**src/rtl/sum_block_accum.sv**
```systemverilog
// Accumulates COUNT consecutive adder sums into one block total and holds it on a
// valid/ready output until it is taken. Define ACC_SAT_EN for saturating accumulation.
module sum_block_accum #(
   parameter int IN_W  = 5,
   parameter int ACC_W = 8,
   parameter int COUNT = 4
) (
   input  logic             clk,
   input  logic             rst,
   input  logic             in_valid,
   output logic             in_ready,
   input  logic [IN_W-1:0]  in_data,
   output logic             out_valid,
   input  logic             out_ready,
   output logic [ACC_W-1:0] out_data,
   output logic             out_ovf
);

   typedef enum logic {
      ACC  = 1'b0,
      DONE = 1'b1
   } state_t;

   localparam logic [7:0] LAST_CNT = 8'(COUNT - 1);

   state_t           state;
   state_t           state_nxt;
   logic [ACC_W-1:0] acc;
   logic [ACC_W-1:0] acc_nxt;
   logic [7:0]       cnt;
   logic             ovf;
   logic             carry;
   logic [ACC_W:0]   sum_ext;
   logic             accept;
   logic             transfer;
   logic             last;

   // One extra bit holds the carry out of the accumulator.
   assign sum_ext = {1'b0, acc} + (ACC_W+1)'(in_data);
   assign carry   = sum_ext[ACC_W];

`ifdef ACC_SAT_EN
   assign acc_nxt = carry ? {ACC_W{1'b1}} : sum_ext[ACC_W-1:0];
`else
   assign acc_nxt = sum_ext[ACC_W-1:0];
`endif

   assign accept   = in_valid & in_ready;
   assign transfer = out_valid & out_ready;
   assign last     = (cnt == LAST_CNT);

   always_ff @(posedge clk) begin
      if (rst) state <= ACC;
      else     state <= state_nxt;
   end

   // NOTE: every output of this block is given a default first, so no path leaves one unassigned and no latch is inferred.
   always_comb begin
      state_nxt = state;
      in_ready  = 1'b0;
      out_valid = 1'b0;
      case (state)
         ACC: begin
            in_ready = 1'b1;
            if (accept && last) state_nxt = DONE;
         end
         DONE: begin
            out_valid = 1'b1;
            if (out_ready) state_nxt = ACC;
         end
         default: state_nxt = ACC;
      endcase
   end

   always_ff @(posedge clk) begin
      if (rst) begin
         acc      <= '0;
         cnt      <= '0;
         ovf      <= 1'b0;
         out_data <= '0;
         out_ovf  <= 1'b0;
      end else if (transfer) begin
         acc <= '0;
         cnt <= '0;
         ovf <= 1'b0;
      end else if (accept) begin
         acc <= acc_nxt;
         cnt <= cnt + 8'd1;
         ovf <= ovf | carry;
         if (last) begin
            out_data <= acc_nxt;
            out_ovf  <= ovf | carry;
         end
      end
   end

endmodule
```
**config.mk**
```make
export PLATFORM = sky130hd
export DESIGN_NAME = sum_block_accum
export DESIGN_NICKNAME = d
export VERILOG_FILES = /design/src/rtl/sum_block_accum.sv
export SDC_FILE = /design/constraint.sdc
export NUM_CORES = 1
export LEC_CHECK = 0
export CORE_MARGIN = 2
export CORE_UTILIZATION = 25
export DETAILED_ROUTE_END_ITERATION = 10
export PLACE_DENSITY_LB_ADDON = 0.3
export SYNTH_ARGS = -nofsm -noshare
export SYNTH_HDL_FRONTEND = slang
export SYNTH_SLANG_ARGS = --single-unit
```
**constraint.sdc**
```tcl
create_clock -name clk -period 1.97 [get_ports clk]
set_clock_uncertainty 0.1 [all_clocks]
set_input_delay 0.394 -clock clk [delete_from_list [all_inputs] [get_ports clk]]
set_output_delay 0.394 -clock clk [all_outputs]
set_load 0.03 [all_outputs]
```
==> results_dict.tcl, run 1 <==
set metrics [dict create \
    totalWireLength_um 3300 \
    grt_busiest_layer "met2" \
    min_from "out_data[4]" \
    h-tree-depth 1 \
    yosysUniqueCellTypes 41 \
    p_per_area_nw_per_um2 603 \
    syn_area_um2 1370 \
    end_kind "register" \
    holdPathStages 2 \
    drt-initial-drc-count 43 \
    period_share_pct 94.0 \
    setup_violations 0 \
    first_pass_iters 4 \
    syn_to_final_growth_pct 40.8 \
    io_pins 20 \
    required_ns 2.08 \
    antenna_cells 0 \
    rsz0062_at_grt "false" \
    reg2regPathDepth 6 \
    grt_remaining_overflow 0 \
    crit_path_cell_trace "dlygate4sd2_1 > ha_4 > buf_4 > o21ai_2 > o21a_1 > or4_1 > a21oi_2" \
    path_class "input pin to register" \
    status "completed" \
    rr_endpoint "acc[5]" \
    vias 1265 \
    critPathMaxStageDelay_ns 0.50 \
    design_area_um2 1930 \
    worstPathArrival_ns 1.97 \
    cap_violations 0 \
    port_buffers 19 \
    worstHoldPathType "register to register" \
    fmaxAchievable_mhz 540 \
    tns_ns 0 \
    final-hold-violation-count 0 \
    ys_ff_latch 27 \
    start_util_pct 26.3 \
    ys_seq_area_share_pct 39.4 \
    hold_buffers 0 \
    cts_max_path_buffers 2 \
    numCtsBuffers 3 \
    synth_cells 157 \
    grt_use_met1_pct 14.7 \
    drive_gt1_share_pct 23.6 \
    ys_warn_count 0 \
    antenna_found_initial 0 \
    drc 0 \
    grt_usage_pct 11.5 \
    worstHoldEndpoint "out_data[4]" \
    die-area_um2 6090 \
    met3_usage_pct 3.45 \
    synth_fp_nets 173 \
    p_leak_nw 0.734 \
    cts_tree "done" \
    min_period_ns 1.85 \
    die_w_um 78.1 \
    layout_common_cells "dfxtp_1 (27), buf_4 (23), nand2_1 (21)" \
    reg2reg_from "acc[2]" \
    ant_nets 0 \
    grt_pass1_wl_um 5710 \
    globalplace.congestion 0.803 \
    row_count 26 \
    cts.sinks 27 \
    cts_root_buf "clkbuf_8" \
    slew_headroom_pct 76.3 \
    r2r_slack_ns 0.14 \
    synth.avg_cell_area_um2 8.73 \
    clk_pin_slew_ns 0.09 \
    drv_slew 0 \
    viasPerCell 4.70 \
    grt_use_met2_pct 19.5 \
    grt_pass1_vias 1235 \
    placed_cell_area_um2 1810 \
    cp_slowest_cell "or4_1" \
    cp-start-kind "input pin" \
    core_area_um2 5200 \
    clk_latency_ns 0.27 \
    layout_commonest_cell "dfxtp_1" \
    nets 216 \
    wl_per_cell_um 12.3 \
    crit_fanout 4 \
    grt_max_degree 15 \
    cp_num_buf_inv 2 \
    worst_pin_slew_ns 0.355 \
    fp.dieH_um 78.1 \
    dp_hpwl_um 2470 \
    cp_top_family "simple AND/OR/NAND/NOR gates" \
    ir_drop_v 0.000369 \
]
tightest hold or removal path: cells and delay by family (launching register included):
kind	cells	cell delay, ns
flops	1	0.32
compound gates	1	0.05
simple gates	1	0.05
layer usage:
| metal | routed length, µm | up-vias |
|---|---|---|
| li1 | - | 649 |
| met1 | 1630 | 594 |
| met2 | 1510 | 20 |
| met3 | 130 | 2 |
| met4 | 23 | 0 |
| met5 | 0 | - |
synthesized netlist by cell type:
| master | count | area (µm²) |
|---|---|---|
| xnor2_1 | 3 | 26.3 |
| nor2_1 | 14 | 52.6 |
| o211ai_2 | 1 | 12.5 |
| or2_2 | 3 | 18.8 |
| o31ai_2 | 1 | 12.5 |
| a211oi_2 | 1 | 12.5 |
| ha_1 | 6 | 75.1 |
| xor2_1 | 5 | 43.8 |
| nand3_1 | 7 | 35.0 |
| nand4_2 | 1 | 12.5 |
| o21ai_0 | 1 | 5.00 |
| a211o_1 | 1 | 8.76 |
| fa_1 | 1 | 20.0 |
| a21o_1 | 1 | 7.51 |
| nand4_1 | 3 | 18.8 |
| nand2b_1 | 3 | 18.8 |
| and3b_1 | 1 | 8.76 |
| nand2_1 | 21 | 78.8 |
| nor4_1 | 2 | 12.5 |
| o21a_1 | 5 | 37.5 |
| inv_1 | 7 | 26.3 |
| dfxtp_1 | 27 | 541 |
| nor4_2 | 1 | 12.5 |
| or4_1 | 1 | 7.51 |
| and4_1 | 2 | 17.5 |
| and3_1 | 2 | 12.5 |
| o2111ai_1 | 1 | 8.76 |
| o31ai_1 | 1 | 7.51 |
| o311ai_0 | 1 | 8.76 |
| mux2i_1 | 2 | 20.0 |
| nand3b_1 | 1 | 7.51 |
| a21oi_1 | 14 | 70.1 |
| buf_4 | 1 | 7.51 |
| o31a_1 | 1 | 8.76 |
| a2111o_1 | 1 | 11.3 |
| o211ai_1 | 2 | 15.0 |
| nor2b_1 | 2 | 12.5 |
| clkbuf_1 | 2 | 7.51 |
| buf_2 | 1 | 5.00 |
| a211oi_1 | 5 | 37.5 |
| o21ai_2 | 1 | 8.76 |
registers in the layout, summed over array words and instances (netlist names):
| name | flops |
|---|---|
| cnt | 8 |
| state | 1 |
| out_ovf | 1 |
| acc | 8 |
| out_data | 8 |
| ovf | 1 |
timing repair:
action / 4_1_cts / 5_1_grt
gates resized for setup: 10 / 8
setup endpoints to repair: 9 / 10
pin swaps: 5 / 5
cloned: 0 / 0
setup buffers: 1 / 0
how the worst max path moves through the flow:
stage | slack (ns) | depth (start not counted) | to | startpoint
floorplan | 0.05 | 7 | out_data[6] | in_data[0]
finish | 0.12 | 7 | acc[5] | in_data[2]
CTS | 0.003 | 7 | out_data[5] | in_data[1]
global placement | -0.43 | 8 | out_data[6] | in_data[0]
detailed placement | -0.48 | 8 | acc[6] | in_data[0]
global route | 0.04 | 7 | out_data[6] | acc[0]
report_power, final:
| group | internal (mW) | leakage, nW | switching [mW] |
|---|---|---|---|
| clock network | 0.145 | 0.0228 | 0.169 |
| logic | 0.137 | 0.493 | 0.132 |
| registers | 0.565 | 0.219 | 0.0172 |
| total | 0.847 | 0.734 | 0.318 |
area by class of cell:
class                   instances  area (µm²)
fillers                       542        3270
multi-input cells             119         865
well taps                      70        87.6
repair buffers                 42         367
inverters                       7        26.3
flip-flops and latches         27         541
clock buffers                   4        45.0
cell families (layout without fill, tap and decap cells):
kind of cell / count (synthesis) / after routing / synth area share (%)
compound gates: 38 / 38 / 19.9
xor+xnor: 8 / 8 / 5.11
fa+ha+maj: 7 / 7 / 6.93
buf+inv: 11 / 53 / 3.38
flops: 27 / 27 / 39.4
mux: 2 / 2 / 1.46
simple gates: 64 / 64 / 23.8
per-stage QoR:
| step | power (mW) | hold slack, ns | instances | setup slack (ns) | utilization, % |
|---|---|---|---|---|---|
| 6_report | 1.16 | 0.354 | 269 | 0.118 | 37.1 |
| 3_5_place_dp | 0.835 | 0.345 | 264 | -0.476 | 34.7 |
| 5_1_grt | 1.23 | 0.377 | 269 | 0.0402 | 37.1 |
| 2_1_floorplan | 0.731 | 0.340 | 157 | 0.0520 | - |
| 3_3_place_gp | 0.831 | 0.341 | 264 | -0.431 | 34.7 |
| 4_1_cts | 1.17 | 0.359 | 269 | 0.00322 | 36.5 |
Power figures use the tool's default switching activity.
==> inputs of run 2 (changes only) <==
--- a/config.mk
+++ b/config.mk
@@ -7,2 +7,3 @@
 export LEC_CHECK = 0
+export ABC_CLOCK_PERIOD_IN_PS = 1970
 export CORE_MARGIN = 2
@@ -10,2 +11,3 @@
 export DETAILED_ROUTE_END_ITERATION = 10
+export HOLD_SLACK_MARGIN = 0.06
 export PLACE_DENSITY_LB_ADDON = 0.3
--- a/constraint.sdc
+++ b/constraint.sdc
@@ -4,2 +4,2 @@
 set_output_delay 0.394 -clock clk [all_outputs]
-set_load 0.03 [all_outputs]
+set_load 0.005 [all_outputs]
==> run 2 against run 1 <==
Compared with the run above:
- routed wire length shrank 0.21%
- final area shrank 0.26%
- clock power is essentially flat
- power shrank 0.51%
- setup slack lost 0.00093 ns
- flip-flop and latch count is the same
- sequential share of layout area grew 0.073 points
- register-to-register slack is essentially flat
- die area is the same
- largest cell class unchanged
- highest routed layer unchanged
==> results_dict.tcl, run 2 (synthesis results as in run 1) <==
set metrics [dict create \
    status "completed" \
    die_w_um 78.1 \
    drive_gt1_share_pct 23.6 \
    p_sw_share_pct 26.9 \
    finalCoreUtilization_pct 37.0 \
    min_period_ns 1.85 \
    rr_endpoint "acc[5]" \
    reg2regPathDepth 6 \
    p_leak_nw 0.716 \
    cap_violations 0 \
    multi_input_area_um2 865 \
    viasPerCell 4.71 \
    p_per_area_nw_per_um2 602 \
    design_area_um2 1930 \
    drv_slew 0 \
    vias 1267 \
    clk_latency_ns 0.27 \
    setup_violations 0 \
    reg2reg_from "acc[2]" \
    start_util_pct 26.3 \
    die-area_um2 6090 \
    cp-start-kind "input pin" \
    syn_to_final_growth_pct 40.4 \
    io_pins 20 \
    cts_root_buf "clkbuf_8" \
    slew_headroom_pct 76.3 \
    grt_max_degree 15 \
    worstPathArrival_ns 1.97 \
    port_buffers 19 \
    filler_cell_count 544 \
    intPower_uw 846 \
    fp.dieH_um 78.1 \
    h-tree-depth 1 \
    numCtsBuffers 3 \
    pwr-share-clk_pct 27.0 \
    placed_cell_area_um2 1810 \
    drt-initial-drc-count 48 \
    totalWireLength_um 3290 \
    tns_ns 0 \
    period_share_pct 94.0 \
    worst_pin_slew_ns 0.355 \
    final_cells 269 \
    core_area_um2 5200 \
    antenna_cells 0 \
    layout_common_cells "dfxtp_1 (27), buf_4 (23), nand2_1 (21)" \
    drc 0 \
    worstHoldPathType "register to register" \
    row_count 26 \
    globalplace.congestion 0.803 \
    design_power_total_mw 1.16 \
    dp_hpwl_um 2470 \
    min_from "out_data[4]" \
    grt_pass1_vias 1235 \
    end_kind "register" \
    regArea_um2 541 \
    ir_drop_v 0.000369 \
    first_pass_iters 4 \
    nets 216 \
    antenna_found_initial 0 \
    grt_usage_pct 11.5 \
    seqPwrFrac_pct 50.2 \
    grt_pass1_wl_um 5710 \
    fmaxAchievable_mhz 540 \
    cts_max_path_buffers 2 \
    rsz0062_at_grt "false" \
    dp.cells 264 \
    wl_per_cell_um 12.2 \
    cts_tree "done" \
    p_sw_uw 312 \
    crit_fanout 4 \
    r2r_slack_ns 0.14 \
    grt_remaining_overflow 0 \
    holdPathStages 2 \
    path_class "input pin to register" \
    layout_commonest_cell "dfxtp_1" \
    clk_pin_slew_ns 0.09 \
    required_ns 2.08 \
    worstHoldEndpoint "out_data[4]" \
    hold_buffers 0 \
    cts.sinks 27 \
    final-hold-violation-count 0 \
    reg_top3 "acc x8, cnt x8, out_data x8" \
    power_frac_comb_pct 22.8 \
    ant_nets 0 \
]
## run 2: cell count changes in the layout (fill, tap and decap cells not counted)
| cell | before | now |
|---|---|---|
| dlymetal6s2s_1 | 3 | 1 |
| clkdlybuf4s50_1 | 13 | 15 |
## run 2: layout make-up
cell class | count | area share, %
multi-input cells | 119 | 44.9
flip-flops and latches | 27 | 28.1
repair buffers | 42 | 18.8
well taps | 70 | 4.55
clock buffers | 4 | 2.34
inverters | 7 | 1.36
## run 2: power groups by stage
| stage | Clock, mW | Combinational [mW] | Sequential [mW] |
|---|---|---|---|
| after floorplan | 0 | 0.138 | 0.588 |
| after global placement | 0 | 0.235 | 0.591 |
| after detailed placement | 0 | 0.238 | 0.591 |
| after CTS | 0.331 | 0.255 | 0.581 |
| after global routing | 0.347 | 0.291 | 0.585 |
| final | 0.313 | 0.264 | 0.582 |
## run 2: worst max-delay path by stage
| stage | startpoint | endpoint | slack [ns] | cells after the start |
|---|---|---|---|---|
| 6_report | in_data[2] | acc[5] | 0.12 | 7 |
| 5_1_grt | acc[0] | out_data[6] | 0.04 | 7 |
| 4_1_cts | in_data[1] | out_data[5] | 0.003 | 7 |
| 3_5_place_dp | in_data[0] | acc[6] | -0.48 | 8 |
| 3_3_place_gp | in_data[0] | out_data[6] | -0.43 | 8 |
| 2_1_floorplan | in_data[0] | out_data[6] | 0.05 | 7 |
## run 2: per-layer routing
| metal | track usage (%) | wire length [µm] | vias to the layer above | share of wire (%) |
|---|---|---|---|---|
| met3 | 3.45 | 125 | 2 | 3.8 |
| met1 | 14.7 | 1640 | 595 | 50 |
| met5 | 0 | 0 | - | 0 |
| met4 | 2.11 | 23 | 0 | 0.70 |
| li1 | - | - | 649 | - |
| met2 | 19.5 | 1500 | 21 | 46 |
## run 2: critical path, cell delays in order
cell and delay, ns:
dlygate4sd2_1 0.26, ha_4 0.29, buf_4 0.11, o21ai_2 0.06, o21a_1 0.22, or4_1 0.50
a21oi_2 0.14
## run 2: through the flow
stage | hold slack, ns | setup slack (ns)
final | 0.354 | 0.117
after global routing | 0.377 | 0.0402
after CTS | 0.359 | 0.00322
after floorplan | 0.340 | 0.0520
after detailed placement | 0.345 | -0.476
after global placement | 0.341 | -0.431
## run 2: what timing repair did
action | CTS | global route
buffers inserted | 1 | 0
setup endpoints to repair | 9 | 8
gates resized for setup | 10 | 6
pin swaps | 5 | 5
